[config.mk]
export PLATFORM = sky130hd
export DESIGN_NAME = r5p_mouse_trace
export DESIGN_NICKNAME = d
export VERILOG_FILES = /design/src/rtl/r5p_mouse_trace.sv
export SDC_FILE = /design/constraint.sdc
export NUM_CORES = 1
export LEC_CHECK = 0
export BUFFER_PORTS_ARGS = -buffer_cell sky130_fd_sc_hd__buf_2
export CAP_MARGIN = 25
export CORE_MARGIN = 3
export CORE_UTILIZATION = 53
export DETAILED_ROUTE_END_ITERATION = 8
export PLACE_DENSITY = 0.82
export RECOVER_POWER = 50
export SKIP_CTS_REPAIR_TIMING = 1
export SYNTH_ARGS = -nofsm -noshare
export SYNTH_HDL_FRONTEND = slang
export SYNTH_SLANG_ARGS = --single-unit
[constraint.sdc]
create_clock -name clk -period 8.1 [get_ports clk]
set_input_delay 0.405 -clock clk [delete_from_list [all_inputs] [get_ports clk]]
set_output_delay 0.405 -clock clk [all_outputs]
set_load 0.005 [all_outputs]
[src/rtl/r5p_mouse_trace.sv]
// Instruction trace collector for the r5p mouse core: snoops the TCB bus,
// assembles one record per retired instruction and queues it in a small FIFO.
module r5p_mouse_trace #(
    parameter int unsigned DEPTH = 4,
    parameter int unsigned CNT_W = 16
) (
    input  logic             clk,
    input  logic             rst,
    input  logic [2:0]       pha,
    input  logic             tcb_vld,
    input  logic             tcb_rdy,
    input  logic             tcb_wen,
    input  logic [31:0]      tcb_adr,
    input  logic [1:0]       tcb_siz,
    input  logic             tcb_uns,
    input  logic [31:0]      tcb_wdt,
    input  logic [31:0]      tcb_rdt,
    input  logic             tcb_err,
    output logic             trc_vld,
    input  logic             trc_rdy,
    output logic [31:0]      trc_pc,
    output logic [31:0]      trc_ins,
    output logic             trc_rdv,
    output logic [4:0]       trc_rdi,
    output logic [31:0]      trc_rdd,
    output logic             trc_mev,
    output logic             trc_mew,
    output logic [31:0]      trc_mea,
    output logic [31:0]      trc_med,
    output logic             trc_err,
    output logic             ovf,
    output logic [CNT_W-1:0] drp
);

    localparam int unsigned AW    = $clog2(DEPTH);
    localparam int unsigned REC_W = 169;

    localparam logic [2:0] PHA_IF  = 3'b000;
    localparam logic [2:0] PHA_MLD = 3'b001;
    localparam logic [2:0] PHA_MST = 3'b010;
    localparam logic [2:0] PHA_EXE = 3'b011;
    localparam logic [2:0] PHA_WB  = 3'b100;
    localparam logic [2:0] PHA_RS1 = 3'b101;
    localparam logic [2:0] PHA_RS2 = 3'b110;

    logic             d_trn_r;
    logic [2:0]       d_pha_r;
    logic [31:0]      d_adr_r;
    logic             d_wen_r;
    logic [1:0]       d_siz_r;
    logic             d_uns_r;
    logic [31:0]      d_wdt_r;

    logic [31:0]      acc_pc_r;
    logic [31:0]      acc_ins_r;
    logic             acc_rdv_r;
    logic [4:0]       acc_rdi_r;
    logic [31:0]      acc_rdd_r;
    logic             acc_mev_r;
    logic             acc_mew_r;
    logic [31:0]      acc_mea_r;
    logic [31:0]      acc_med_r;
    logic             acc_err_r;

    logic             started_r;
    logic             acc_vld_r;
    logic [AW:0]      wr_ptr_r;
    logic [AW:0]      rd_ptr_r;
    logic             ovf_r;
    logic [CNT_W-1:0] drp_r;
    logic [REC_W-1:0] mem_r [DEPTH];

    logic             d_if_s;
    logic             push_s;
    logic             pop_s;
    logic             empty_s;
    logic             full_s;
    logic             wr_en_s;
    logic             drop_s;
    logic [REC_W-1:0] acc_rec_s;
    logic [REC_W-1:0] head_s;
    logic             unused_s;

    // Transfer-valid flag of stage D, the only stage-D bit that needs a reset
    always_ff @(posedge clk) begin
        if (rst) begin
            d_trn_r <= 1'b0;
        end else begin
            d_trn_r <= tcb_vld & tcb_rdy;
        end
    end

    // Stage D payload, qualified by d_trn_r downstream
    always_ff @(posedge clk) begin
        d_pha_r <= pha;
        d_adr_r <= tcb_adr;
        d_wen_r <= tcb_wen;
        d_siz_r <= tcb_siz;
        d_uns_r <= tcb_uns;
        d_wdt_r <= tcb_wdt;
    end

    // Phase is already encoded by pha; the write-enable is captured but not needed
    assign unused_s = d_wen_r;

    // FIFO status and push/pop/drop decisions
    always_comb begin
        d_if_s  = d_trn_r & (d_pha_r == PHA_IF);
        empty_s = (wr_ptr_r == rd_ptr_r);
        full_s  = (wr_ptr_r[AW] != rd_ptr_r[AW]) &&
                  (wr_ptr_r[AW-1:0] == rd_ptr_r[AW-1:0]);
        push_s  = d_if_s & acc_vld_r;
        pop_s   = ~empty_s & trc_rdy;
        wr_en_s = push_s & (~full_s | pop_s) & ~rst;
        drop_s  = push_s & full_s & ~pop_s;
    end

    // Accumulator: builds the record of the instruction currently in flight
    always_ff @(posedge clk) begin
        if (d_trn_r) begin
            case (d_pha_r)
                PHA_IF: begin
                    acc_pc_r  <= d_adr_r;
                    acc_ins_r <= tcb_rdt;
                    acc_rdv_r <= 1'b0;
                    acc_mev_r <= 1'b0;
                    acc_err_r <= tcb_err;
                end
                PHA_WB: begin
                    // Only word writes are real GPR writes; anything else targets x0
                    if ({d_uns_r, d_siz_r} == 3'b010) begin
                        acc_rdv_r <= 1'b1;
                        acc_rdi_r <= d_adr_r[6:2];
                        acc_rdd_r <= d_wdt_r;
                    end
                end
                PHA_MLD: begin
                    acc_mev_r <= 1'b1;
                    acc_mew_r <= 1'b0;
                    acc_mea_r <= d_adr_r;
                    acc_med_r <= tcb_rdt;
                    acc_err_r <= acc_err_r | tcb_err;
                end
                PHA_MST: begin
                    acc_mev_r <= 1'b1;
                    acc_mew_r <= 1'b1;
                    acc_mea_r <= d_adr_r;
                    acc_med_r <= d_wdt_r;
                    acc_err_r <= acc_err_r | tcb_err;
                end
                PHA_EXE, PHA_RS1, PHA_RS2: begin
                    acc_err_r <= acc_err_r | tcb_err;
                end
                default: begin
                    acc_err_r <= acc_err_r;
                end
            endcase
        end
    end

    assign acc_rec_s = {acc_pc_r, acc_ins_r, acc_rdv_r, acc_rdi_r, acc_rdd_r,
                        acc_mev_r, acc_mew_r, acc_mea_r, acc_med_r, acc_err_r};

    // Control state; acc_vld_r keeps the reset JAL (first fetched instruction) out of the trace
    always_ff @(posedge clk) begin
        if (rst) begin
            started_r <= 1'b0;
            acc_vld_r <= 1'b0;
            wr_ptr_r  <= {(AW+1){1'b0}};
            rd_ptr_r  <= {(AW+1){1'b0}};
            ovf_r     <= 1'b0;
            drp_r     <= {CNT_W{1'b0}};
        end else begin
            if (d_if_s) begin
                started_r <= 1'b1;
                acc_vld_r <= started_r;
            end
            if (wr_en_s) begin
                wr_ptr_r <= wr_ptr_r + {{AW{1'b0}}, 1'b1};
            end
            if (pop_s) begin
                rd_ptr_r <= rd_ptr_r + {{AW{1'b0}}, 1'b1};
            end
            if (drop_s) begin
                ovf_r <= 1'b1;
                if (drp_r != {CNT_W{1'b1}}) begin
                    drp_r <= drp_r + {{(CNT_W-1){1'b0}}, 1'b1};
                end
            end
        end
    end

    // FIFO storage, deliberately without reset
    always_ff @(posedge clk) begin
        if (wr_en_s) begin
            mem_r[wr_ptr_r[AW-1:0]] <= acc_rec_s;
        end
    end

    assign head_s  = mem_r[rd_ptr_r[AW-1:0]];
    assign trc_vld = ~empty_s;
    assign {trc_pc, trc_ins, trc_rdv, trc_rdi, trc_rdd,
            trc_mev, trc_mew, trc_mea, trc_med, trc_err} = head_s;
    assign ovf     = ovf_r;
    assign drp     = drp_r;

endmodule

==> results <==
- Sorting the synthesized cells by how often they occur yields 845 x edfxtp_1, 169 x mux4_2, 98 x dfxtp_1.
- Counting every net in the synthesized netlist gives 1441.
- The most frequent cell after synthesis is edfxtp_1.
- The worst path meets setup with 3760 ps of slack.
- After floorplanning, the core was sized to cover 60600 sq um.
- The post-route fraction of the period consumed by the critical path is 53.6%.
- In the final layout, the share of cells above drive strength 1 is 32.1%.
- The worst clock skew on the final layout is 22.8 ps.
- The cell chosen for the clock root is clkbuf_16.
- The path class of the tightest hold or removal check is in2reg.
- The multi-input logic area is 4990 sq um.
- The detail route stage leaves a number of antenna-violating nets equal to 0.
- The number of vias per cell is 5.67.
- The flip-flop and latch area is 27300 sq um.
- Setup repair after global routing left no endpoint under its margin.
- The leading area contributor after synthesis is edfxtp_1.
- Once layout is complete, the utilization of the core stands at 64.1%.
- In this run the most critical hold path is launched from tcb_rdy.
- The final reports fail on capacitance limit, slew limit.
- At the pin with the least slew margin, the transition time is 3410 ps.
- The highest clock rate is 0.230 GHz.
- The number of global-route vias before repair was 15200.
- The HPWL after detailed placement is 35300 um.
- Traced cell by cell, the critical path runs through nor4b_1 -> clkbuf_1 -> nand4_1 -> or3_1 -> or4_1 -> a21oi_1.
- With fillers left out, the area of the finished cells amounts to 38800 sq um.
- Data arrives at the worst endpoint at 4860 ps.
- The element type at the critical path start is a flop.
- Net switching is 18.7% of the power.
- The number of synthesized flops with an enable pin is 845.
- The part of the total power dissipated in the clock network is 42.8%.
- In this run the horizontal extent of the chip is 254 um.
- The number of distinct library cells after synthesis is 39.
- Per report_power, the sequential group accounts for 56.1% of the total.
- Summed over all nets, the switching power comes to 1.77 mW.
- During synthesis, Yosys emitted a total of 0 warnings.
- In this run, placement finished with an instance count of 2369.
- At the end of routability-driven placement, the weighted congestion stood at 0.802.
- Across the VDD grid, the largest voltage drop is 0.180 mV.
- The count of buffers from port buffering is 294.
- The fill cell instance count of the final layout is 3865.
- The number of max-slew violations in the final report is 137.
- Timing analysis after detailed placement gives a worst setup slack of 4650 ps.
- Ranked by total cell area, the synthesized netlist is headed by edfxtp_1 78%, mux4_2 12%, dfxtp_1 6.0%.
- Summing the sequential cell areas from Yosys gives 83.9% of the chip area.
- The clock transition time at the flip-flop clock pins of the worst setup and hold paths is 60 ps.
- The clock insertion delay at the later pin of the skew report is 630 ps.
- Dividing the detail-routed wire length by the instance count gives 25.0 um.
- The setup TNS after final layout is 0 ps.
- The final critical delay including setup and external delays is 4340 ps.
- Along the worst hold path, the cell count comes to 3.
- Once the floorplan was initialized, standard cells occupied 53.8% of the core.
- For the worst setup path, the data required time is 8610 ps.
- The startpoint identified for the worst register-to-register timing path is d_pha_r[2].
- Of all flip-flops after synthesis, the portion carrying an async set or reset was 0%.
- The aggregate global routing overflow is 0.
- The total vias in the final route is 15000.
- Synthesis inferred 943 register bits.
- The leakage power figure is 12.6 nW.
- The floorplan step set the die height to 254 um.
- The number of max-capacitance violations reported is 4.
- Buffers inserted during clock tree synthesis total 90.
- The worst slew margin relative to its limit is -127%.
- In this run the register-to-register setup slack is 3760 ps.
- Power comes to 9.44 mW.
- The first TritonRoute pass finished after 5 iterations.
- The slowest cell on the critical path is clkbuf_1.
- The first global-routing pass estimated 94500 um of wire.
- The count of routing violations after the opening detailed-route iteration is 1083.
- The clock tree synthesis step divided the H-tree into 3 levels.
- The logic depth of the worst register-to-register path is 6.
- The die covers 64500 sq um.
- The cell count after synthesis came out at 1326.
- The I/O pin count is 296.
- The number of antenna violations at the first check in global routing is 2.
- The count of endpoints failing hold in the final timing report is 0.
- Of all nets on the critical path, the largest fanout is 34.
- The area added between synthesis and finish is 19.3%.
- In this run the cell area measured after placement is 35000 sq um.
- After detailed routing, the number of remaining DRC violations is 0.
- The total number of placement rows is 90.
- The flow ran to the end, but the final reports show violations.
- The most frequently used flop master after synthesis is edfxtp_1.
- The routed design has 65900 um of wire.
- The maximum number of pins on one net before global-route repair is 140.
- For hold timing, the worst endpoint is d_trn_r.
- The type of destination of the critical path is a flop.
- The worst register-to-register path ends at drp[13].
- The cell area that synthesis handed to floorplanning was 32600 sq um.
- The design internal power is 7.67 mW.
- TritonCTS built the clock tree.
- The power density relative to cell area is 243 nW/um^2.
- The largest stage delay on the critical path is 2020 ps.
- Counting along the longest clock path gives a buffer depth of 3.
- The final cell count without fillers is 2641.
- After the last flow step, the layout net total stands at 1897.
- The final-layout worst hold slack is 24.1 ps.
- The synthesized area per cell is 24.6 sq um.
- The category of the most critical setup path is reg2reg.
- The number of clock sinks seen by CTS is 943.
- The share of Yosys cell area claimed by the top area cell type is 77.9%.
- The combinational cell fraction of total power is 1.1%.
- Setup violations remaining at the end of the flow were counted as 0.
- In the global route stage, overall resource usage came out at 19.7%.
power groups by stage:
| stage | Combinational, mW | Clock (mW) | Sequential [mW] |
|---|---|---|---|
| final | 0.101 | 4.04 | 5.30 |
| after global routing | 0.108 | 4.31 | 5.30 |
| after CTS | 0.0628 | 4.12 | 5.30 |
| after detailed placement | 0.0612 | 0 | 5.40 |
| after global placement | 0.0598 | 0 | 5.40 |
| after floorplan | 0.0234 | 0 | 5.39 |
flip-flops by register name, summed over array words and instances (netlist names), 2 cells and up, named ones only:
signal,flops
mem_r,676
acc_med_r,32
d_pha_r,3
wr_ptr_r,3
drp,16
d_adr_r,32
d_wdt_r,32
acc_pc_r,32
d_siz_r,2
acc_ins_r,32
acc_rdi_r,5
acc_rdd_r,32
rd_ptr_r,3
acc_mea_r,32
cell type report:
type | instances | area share, %
flip-flops and latches | 943 | 70.4
diodes | 1 | 0.00644
clock buffers | 131 | 6.51
multi-input cells | 329 | 12.8
clock inverters | 37 | 0.895
repair buffers | 412 | 6.77
well taps | 782 | 2.52
inverters | 6 | 0.0580
how the worst max path moves through the flow:
| stage | slack [ps] | end | depth (start not counted) | from |
|---|---|---|---|---|
| floorplan | 60 | mem_r[1][0] | 5 | d_pha_r[1] |
| global placement | 4750 | mem_r[3][61] | 5 | d_pha_r[2] |
| detailed placement | 4650 | mem_r[1][58] | 5 | d_pha_r[2] |
| CTS | 4420 | trc_med[7] | 3 | flop |
| global route | 3400 | drp[13] | 6 | d_pha_r[2] |
| finish | 3760 | drp[13] | 6 | d_pha_r[2] |
metal layers:
layer	track usage (%)	wire (um)	part of all wire, %	up-vias
li1	-	-	-	6439
met4	7.01	1810	2.7	2
met2	32.5	33900	51	543
met3	4.37	4290	6.5	116
met1	26.5	26000	39	7865
met5	0	12	0.018	-
cell families (layout without fill, tap and decap cells):
family                     after synthesis  after routing  synth area share (%)
AOI/OAI and AO/OA                       18             18                 0.296
buffers and inverters                   54            586                 0.715
and+or+nand+nor                         84             84                  1.47
adders and majority gates                6              6                 0.230
xor gates and xnor gates                16             16                 0.430
muxes                                  205            205                  12.9
DFF                                    943            943                  83.9
other                                    0              1                     0
critical path, delay by kind of cell (launching register included):
family | cells | cell delay [ps]
compound gates | 1 | 180
buf+inv | 1 | 2020
flops | 1 | 380
simple gates | 4 | 1660
cell usage in the layout, fill, tap and decap left out, drive strengths merged, types with 7 or more instances in the layout:
master	instances
edfxtp	845
buf	256
clkbuf	186
mux4	169
dlygate4sd3	101
dfxtp	98
mux2	34
nor2	26
clkinv	24
a21oi	11
xnor2	10
inv	10
nand3	8
nand2	7
(Power assumes the default switching activity.)
